===== src/rtl/gf180mcu_fd_sc_mcu7t5v0__inv_pkg.sv =====
// Shared constants for the inverting pipeline: parameter defaults and the
// legal ranges checked at elaboration.
//   No ports.
package gf180mcu_fd_sc_mcu7t5v0__inv_pkg;

  localparam int INV_WIDTH_DEF = 8;
  localparam int INV_DEPTH_DEF = 2;

  localparam int INV_WIDTH_MIN = 1;
  localparam int INV_WIDTH_MAX = 64;
  localparam int INV_DEPTH_MIN = 1;
  localparam int INV_DEPTH_MAX = 8;

  // Polarity reset default: every bit inverts.
  localparam logic [INV_WIDTH_MAX-1:0] INV_POL_RST_DEF = '1;

  function automatic bit inv_params_ok(int width, int depth);
    return (width >= INV_WIDTH_MIN) && (width <= INV_WIDTH_MAX) &&
           (depth >= INV_DEPTH_MIN) && (depth <= INV_DEPTH_MAX);
  endfunction

endpackage


===== src/rtl/gf180mcu_fd_sc_mcu7t5v0__inv_pipe_if.sv =====
// Beat/handshake bundle of the inverting pipeline.
//   I, I_VALID, I_READY     : upstream beat handshake
//   POL, POL_LOAD           : polarity register load
//   ZN, ZN_VALID, ZN_READY  : downstream beat handshake
//   BUSY                    : any stage occupied
// Modport slave is the pipeline side, master the driver/consumer side.
interface gf180mcu_fd_sc_mcu7t5v0__inv_pipe_if
  import gf180mcu_fd_sc_mcu7t5v0__inv_pkg::*;
#(
  parameter int WIDTH = INV_WIDTH_DEF
);
  logic [WIDTH-1:0] I;
  logic             I_VALID;
  logic             I_READY;
  logic [WIDTH-1:0] POL;
  logic             POL_LOAD;
  logic [WIDTH-1:0] ZN;
  logic             ZN_VALID;
  logic             ZN_READY;
  logic             BUSY;

  modport slave (
    input  I, I_VALID, POL, POL_LOAD, ZN_READY,
    output I_READY, ZN, ZN_VALID, BUSY
  );

  modport master (
    output I, I_VALID, POL, POL_LOAD, ZN_READY,
    input  I_READY, ZN, ZN_VALID, BUSY
  );
endinterface


===== src/rtl/gf180mcu_fd_sc_mcu7t5v0__inv_pipe_stage.sv =====
// One valid-tagged pipeline register.
//   clk, rst  : clock, synchronous active-high reset
//   in_valid  : upstream stage (or input port) holds a beat
//   in_data   : that beat
//   out_ready : downstream stage takes this stage's beat this cycle
//   valid     : this stage holds a beat
//   data      : the held beat
//   ready     : this stage loads this cycle (empty or advancing)
module gf180mcu_fd_sc_mcu7t5v0__inv_pipe_stage
  import gf180mcu_fd_sc_mcu7t5v0__inv_pkg::*;
#(
  parameter int WIDTH = INV_WIDTH_DEF
) (
  input  logic             clk,
  input  logic             rst,
  input  logic             in_valid,
  input  logic [WIDTH-1:0] in_data,
  input  logic             out_ready,
  output logic             valid,
  output logic             ready,
  output logic [WIDTH-1:0] data
);

  // Loading whenever empty or draining gives bubble collapse.
  assign ready = !valid || out_ready;

  always_ff @(posedge clk) begin
    if (rst) begin
      valid <= 1'b0;
      data  <= '0;
    end else if (ready) begin
      valid <= in_valid;
      // Data only moves with a real beat, keeping ZN quiet on bubbles.
      if (in_valid) data <= in_data;
    end
  end

endmodule


===== src/rtl/gf180mcu_fd_sc_mcu7t5v0__inv_pipe.sv =====
// Configurable-polarity inverter pipeline: each accepted beat is XORed with
// the polarity register and carried through DEPTH valid/ready stages.
//   CLK  : clock, rising edge
//   RST  : synchronous active-high reset
//   bus  : beat handshake, polarity load, BUSY (slave side)
module gf180mcu_fd_sc_mcu7t5v0__inv_pipe
  import gf180mcu_fd_sc_mcu7t5v0__inv_pkg::*;
#(
  parameter int               WIDTH   = INV_WIDTH_DEF,
  parameter int               DEPTH   = INV_DEPTH_DEF,
  parameter logic [WIDTH-1:0] POL_RST = INV_POL_RST_DEF[WIDTH-1:0]
) (
  input logic CLK,
  input logic RST,
  gf180mcu_fd_sc_mcu7t5v0__inv_pipe_if.slave bus
);

  if (!inv_params_ok(WIDTH, DEPTH)) begin : g_bad_params
    $error("inv_pipe: WIDTH=%0d DEPTH=%0d out of legal range", WIDTH, DEPTH);
  end

  logic [WIDTH-1:0]            pol_q;
  logic [DEPTH-1:0]            stg_valid;
  logic [DEPTH-1:0]            stg_ready;
  logic [DEPTH-1:0]            stg_in_valid;
  logic [DEPTH-1:0]            stg_out_ready;
  logic [DEPTH-1:0][WIDTH-1:0] stg_data;
  logic [DEPTH-1:0][WIDTH-1:0] stg_in_data;

  // A load on the accepting edge only affects later beats, because the
  // XOR below sees the pre-edge register value.
  always_ff @(posedge CLK) begin
    if (RST)               pol_q <= POL_RST;
    else if (bus.POL_LOAD) pol_q <= bus.POL;
  end

  assign stg_in_valid[0] = bus.I_VALID;
  assign stg_in_data[0]  = bus.I ^ pol_q;

  for (genvar k = 0; k < DEPTH; k++) begin : g_stage
    if (k > 0) begin : g_chain
      assign stg_in_valid[k] = stg_valid[k-1];
      assign stg_in_data[k]  = stg_data[k-1];
    end
    if (k < DEPTH-1) begin : g_mid
      assign stg_out_ready[k] = stg_ready[k+1];
    end else begin : g_last
      assign stg_out_ready[k] = bus.ZN_READY;
    end

    gf180mcu_fd_sc_mcu7t5v0__inv_pipe_stage #(.WIDTH(WIDTH)) u_stg (
      .clk       (CLK),
      .rst       (RST),
      .in_valid  (stg_in_valid[k]),
      .in_data   (stg_in_data[k]),
      .out_ready (stg_out_ready[k]),
      .valid     (stg_valid[k]),
      .ready     (stg_ready[k]),
      .data      (stg_data[k])
    );
  end

  // Ready chain runs back from ZN_READY only; I_VALID never feeds I_READY.
  assign bus.I_READY  = stg_ready[0];
  assign bus.ZN       = stg_data[DEPTH-1];
  assign bus.ZN_VALID = stg_valid[DEPTH-1];
  assign bus.BUSY     = |stg_valid;

endmodule

===== src/flat_wrapper.sv =====
// flat-port wrapper written by rule: the top's interface ports become plain ports
module gf180mcu_fd_sc_mcu7t5v0__inv_pipe_flat import gf180mcu_fd_sc_mcu7t5v0__inv_pkg::*;
#(
  parameter int               WIDTH   = INV_WIDTH_DEF,
  parameter int               DEPTH   = INV_DEPTH_DEF,
  parameter logic [WIDTH-1:0] POL_RST = INV_POL_RST_DEF[WIDTH-1:0]
)
  (CLK, RST, bus_I, bus_I_VALID, bus_POL, bus_POL_LOAD, bus_ZN_READY, bus_I_READY, bus_ZN, bus_ZN_VALID, bus_BUSY);
  gf180mcu_fd_sc_mcu7t5v0__inv_pipe_if #(.WIDTH(WIDTH)) bus_i ();
  input logic CLK;
  input logic RST;
  input wire logic [$bits(bus_i.I)-1:0] bus_I;
  input wire logic [$bits(bus_i.I_VALID)-1:0] bus_I_VALID;
  input wire logic [$bits(bus_i.POL)-1:0] bus_POL;
  input wire logic [$bits(bus_i.POL_LOAD)-1:0] bus_POL_LOAD;
  input wire logic [$bits(bus_i.ZN_READY)-1:0] bus_ZN_READY;
  output wire logic [$bits(bus_i.I_READY)-1:0] bus_I_READY;
  output wire logic [$bits(bus_i.ZN)-1:0] bus_ZN;
  output wire logic [$bits(bus_i.ZN_VALID)-1:0] bus_ZN_VALID;
  output wire logic [$bits(bus_i.BUSY)-1:0] bus_BUSY;
  assign bus_i.I = bus_I;
  assign bus_i.I_VALID = bus_I_VALID;
  assign bus_i.POL = bus_POL;
  assign bus_i.POL_LOAD = bus_POL_LOAD;
  assign bus_i.ZN_READY = bus_ZN_READY;
  assign bus_I_READY = bus_i.I_READY;
  assign bus_ZN = bus_i.ZN;
  assign bus_ZN_VALID = bus_i.ZN_VALID;
  assign bus_BUSY = bus_i.BUSY;
  gf180mcu_fd_sc_mcu7t5v0__inv_pipe #(.WIDTH(WIDTH), .DEPTH(DEPTH), .POL_RST(POL_RST)) u_core (.CLK(CLK), .RST(RST), .bus(bus_i));
endmodule

===== config.mk =====
export PLATFORM = sky130hd
export DESIGN_NAME = gf180mcu_fd_sc_mcu7t5v0__inv_pipe_flat
export DESIGN_NICKNAME = d
export VERILOG_FILES = /design/src/rtl/gf180mcu_fd_sc_mcu7t5v0__inv_pkg.sv /design/src/rtl/gf180mcu_fd_sc_mcu7t5v0__inv_pipe_if.sv /design/src/rtl/gf180mcu_fd_sc_mcu7t5v0__inv_pipe_stage.sv /design/src/rtl/gf180mcu_fd_sc_mcu7t5v0__inv_pipe.sv /design/src/flat_wrapper.sv
export SDC_FILE = /design/constraint.sdc
export NUM_CORES = 1
export LEC_CHECK = 0
export ABC_AREA = 1
export CAP_MARGIN = 0
export CORE_MARGIN = 1
export CORE_UTILIZATION = 45
export DETAILED_ROUTE_END_ITERATION = 10
export PLACE_DENSITY = 0.77
export SLEW_MARGIN = 20
export SYNTH_ARGS = -nofsm -noshare
export SYNTH_HDL_FRONTEND = slang
export SYNTH_SLANG_ARGS = --single-unit

===== constraint.sdc =====
create_clock -name CLK -period 0.9 [get_ports CLK]
set_input_delay 0.225 -clock CLK [delete_from_list [all_inputs] [get_ports CLK]]
set_output_delay 0.225 -clock CLK [all_outputs]
set_load 0.01 [all_outputs]

## Word-level counts from Yosys, hierarchy flattened

Cells that the tools add are included.
W data, S select, Z words.

| cells by class | value |
|---|---|
| bitwise operators | 1 |
| reductions and logical operators | 7 |

Operator list:

| kind | count |
|---|---|
| $xor A8 B8 Y8 | 1 |
| $reduce_and A2 Y1 | 2 |
| $logic_not A1 Y1 | 2 |
| $logic_or A1 B1 Y1 | 2 |
| $reduce_or A2 Y1 | 1 |

| storage, ports and cells | value |
|---|---|
| flip-flop bits (word level) | 26 |
| input bits | 21 |
| logic and storage cells | 13 |

## Depth between registers and ports, before layout

| logic depth | value |
|---|---|
| depth after elaboration | 4 |
| gate-level depth with buffers | 6 |

## By module

From an unflattened synthesis, not the netlist that was laid out.

| second synthesis, totals | value |
|---|---|
| cells, all modules | 182 |
| area total of the unflattened synthesis | 1351.3 µm² |

By module, submodules not included:

| module | times used | cells each | area an instance (µm²) |
|---|---|---|---|
| gf180mcu_fd_sc_mcu7t5v0__inv_pipe_stage | 2 | 57 | 473.0 |
| gf180mcu_fd_sc_mcu7t5v0__inv_pipe | 1 | 68 | 405.4 |

## Least setup slack after synthesis

No wires, ideal clock.

| timing path | value |
|---|---|
| kind | flip-flop to flip-flop |
| from | reg u_core.g_stage[1].u_stg.valid |
| to | reg u_core.g_stage[1].u_stg.data[0] |
| data arrival time | 0.838 ns |
| required time | 0.784 ns |
| slack | -0.054 ns |
| stages on the path, launching flop included | 6 |
| path buffers | 0 |
| period minus slack after synthesis | 0.954 ns |
| path through | dfxtp_1 > nand2_1 > nand2_2 > inv_1 > nor2_1 > nor2_1 |

| between the ends | value |
|---|---|
| word-level cells in the longest chain between the ends | 3 |

RTL lines:

| item | line | source |
|---|---|---|
| from (decl) | gf180mcu_fd_sc_mcu7t5v0__inv_pipe_stage.sv:19 | `output logic valid,` |
| from (signal assigned) | gf180mcu_fd_sc_mcu7t5v0__inv_pipe_stage.sv:32 | `valid <= in_valid;` |
| $logic_not A1 Y1 | gf180mcu_fd_sc_mcu7t5v0__inv_pipe_stage.sv:25 | `assign ready = !valid \|\| out_ready;` |
| $logic_or A1 B1 Y1 | gf180mcu_fd_sc_mcu7t5v0__inv_pipe_stage.sv:25 |  |
| $reduce_and A2 Y1 (no source line) | n/a |  |
| to (signal assigned) | gf180mcu_fd_sc_mcu7t5v0__inv_pipe_stage.sv:34 | `if (in_valid) data <= in_data;` |
| to (decl) | gf180mcu_fd_sc_mcu7t5v0__inv_pipe_stage.sv:21 | `output logic [WIDTH-1:0] data` |

No other way between the ends.
A chain may end at the register's enable or synchronous reset.

## Worst setup path after layout

| timing path | value |
|---|---|
| from | reg u_core.g_stage[1].u_stg.valid |
| to | out bus_BUSY |

| between the ends | value |
|---|---|
| word-level cells in the longest chain between the ends | 1 |

RTL lines:

| item | line | source |
|---|---|---|
| $reduce_or A2 Y1 | gf180mcu_fd_sc_mcu7t5v0__inv_pipe.sv:67 | `assign bus.BUSY = \|stg_valid;` |
| to (decl) | flat_wrapper.sv:20 | `output wire logic [$bits(bus_i.BUSY)-1:0] bus_BUSY;` |

No other way between the ends.

==> flow_metrics.env <==
export IMPL_status="complete, but fails checks"
export IMPL_violations="setup timing"
export IMPL_grt_pass1_wl_um=4220
export IMPL_slew_headroom=0.889
export IMPL_grt_pass1_vias=1030
export IMPL_critPathArrivalTime_ps=1040
export IMPL_critPathTopFamily="flip-flops"
export IMPL_place_gp_congestion=0.696
export IMPL_maxCapViolations=0
export IMPL_drtIter0Drc=14
export IMPL_cp_end_kind="primary output"
export IMPL_worst_path_max_fanout=3
export IMPL_required_ps=670
export IMPL_num_vias=1097
export IMPL_hold_path_class="in2reg"
export IMPL_clkLatencyLatePin_ps=320
export IMPL_ir_drop_mv=0.881
export IMPL_track_usage=0.219
export IMPL_num_rows=17
export IMPL_critPathMaxStageDelay_ps=370
export IMPL_grt_max_degree=16
export IMPL_p_per_area_nw_per_um2=1550
export IMPL_report_final_slew_viol_count=0
export IMPL_n_antenna_cell=0
export IMPL_final_common_cell="nand2_1"
export IMPL_finalCoreUtilization=0.758
export IMPL_cts_buffers=3
export IMPL_crit_type="reg2out"
export IMPL_post_route_period_util=1.41
export IMPL_drive_gt1_frac=0.272
export IMPL_worstMarginPinSlew_ps=166
export IMPL_first_pass_iters=4
export IMPL_path_clk_slew_ps=140
export IMPL_vias_per_cell=4.77
export IMPL_fin_nets=224
export IMPL_overflow=0
export IMPL_layout_common_cells="nand2_1 (32), nor2_1 (29), clkdlybuf4s50_1 (20)"
export IMPL_hold_ws_ps=489
export IMPL_synth_top_area_share=0.492
export IMPL_drc=0
export IMPL_hold_viol_final=0
export IMPL_htree_levels=1
export IMPL_critPathBufInv=1
export IMPL_hpwl_um=1590
export IMPL_die_y_um=50.5
export IMPL_ctsRootBufferMaster="clkbuf_4"
export IMPL_wl_um=2410
export IMPL_die_width_um=50.5
export IMPL_coreArea_um2=2210
export IMPL_syn_instance_count=154
export IMPL_yosys_cell_types_count=12
export IMPL_io_pins=32
export IMPL_synthTopCellsByArea="dfxtp_1 (49%), nand2_1 (12%), nor2_1 (11%), o21ai_0 (7.6%), inv_1 (7.1%)"
export IMPL_cp_slowest_cell="dfxtp_2"
export IMPL_setup_ws_ps=-365
export IMPL_wl_per_cell_um=10.5
export IMPL_syn_to_final_growth_pct=58.7
export IMPL_cts_tree="yes"
export IMPL_crit_chain="or2_4 -> buf_6"
export IMPL_dieArea_um2=2550
export IMPL_antenna_found_initial=0
export IMPL_setup_viol=29
export IMPL_clock_sinks=26
export IMPL_critPathLaunchType="flop"
export IMPL_max_freq_ghz=0.790
export IMPL_finalClockSkew_ps=4.80
export IMPL_synth_nets=175
export IMPL_fin_crit_ps=1270
export IMPL_start_util=0.478
export IMPL_ys_ff_latch=26
export IMPL_clock_path_buffers=2
export IMPL_yosysTopAreaCell="dfxtp_1"
export IMPL_port_buffers=31
export IMPL_leakagePower_nw=0.845
export IMPL_yosysSeqAreaShare=0.492
export IMPL_yosysWarnings=0
export IMPL_grt_setup_unrepaired="true"
export IMPL_synth_area_um2=1060
export IMPL_syn_mean_instance_area_um2=6.87
export IMPL_drtAntennaViolNets=0
export IMPL_cts_hold_buf=0
cell type report:
type | count | area, µm²
fill | 170 | 534
sequential | 26 | 533
inverter | 20 | 82.6
clock inverter | 1 | 30.0
multi-input combinational | 104 | 503
timing repair buffer | 48 | 472
tap | 28 | 35.0
clock buffer | 3 | 22.5
cells by family (layout without fill, tap and decap cells):
group,Yosys count,count (layout),share of synthesized area
compound gates,26,26,0.123
buf+inv,25,72,0.0959
flops,26,26,0.492
simple gates,77,78,0.289
per-layer routing:
layer  up-vias  track usage  part of all wire
met2        34        0.402              0.54
met4         0        0.102             0.018
met3         6       0.0333             0.040
met5         -            0                 0
li1        570            -                 -
met1       487        0.244              0.40
timing repair:
action                     CTS  global route
gates cloned                 1             0
setup endpoints to repair   28            30
pin swaps                    1             0
resized for setup           84             7
buffers inserted             3             3
path summary, 6_finish.rpt:
kind / from / endpoint / slack (ps) / cells past startpoint
worst max-delay path: u_core.g_stage[1].u_stg.valid$_SDFFE_PP0P_ / bus_BUSY / -370 / 2
worst min-delay path: bus_POL[0] / u_core.pol_q[0]$_SDFFE_PP1P_ / 490 / 3
worst max register to register: u_core.g_stage[0].u_stg.valid$_SDFFE_PP0P_ / u_core.g_stage[0].u_stg.data[0]$_SDFFE_PP0P_ / -210 / 7
worst min register to register: u_core.pol_q[3]$_SDFFE_PP1P_ / u_core.pol_q[3]$_SDFFE_PP1P_ / 490 / 2
power breakdown:
group	total, mW	internal, mW	switching, mW	leakage, nW
Sequential	1.29	1.24	0.0510	0.219
Clock	0.789	0.450	0.339	0.0279
Combinational	0.510	0.279	0.231	0.597
Total	2.59	1.97	0.621	0.845
per-stage QoR:
step | worst slack (ps) | power [mW] | TNS (ps) | instances | instance area, µm²
3_5_place_dp | -683 | 1.73 | -13730 | 219 | 1460
6_report | -365 | 2.59 | -4410 | 230 | 1680
4_1_cts | -346 | 2.58 | -3880 | 227 | 1640
3_3_place_gp | -664 | 1.71 | -12790 | 219 | 1460
5_1_grt | -405 | 2.72 | -5960 | 230 | 1680
2_1_floorplan | 0.364 | 1.51 | 0 | 154 | 1060
worst min-delay path, stage by stage:
cell and delay, ps:
clkdlybuf4s50_1 450, a21oi_1 50, o21ai_0 60
Yosys cell counts, drive strengths merged:
cell type / number
nor2: 32
nand2: 35
inv: 20
a21oi: 10
nand3: 9
or2: 1
dfxtp: 26
o21ai: 16
buf: 4
clkbuf: 1
registers in the layout, indices dropped and copies added, names as in the netlist:
signal	cells
u_core.g_stage.u_stg.valid	2
u_core.pol_q	8
u_core.g_stage.u_stg.data	16
(Power assumes the default switching activity.)
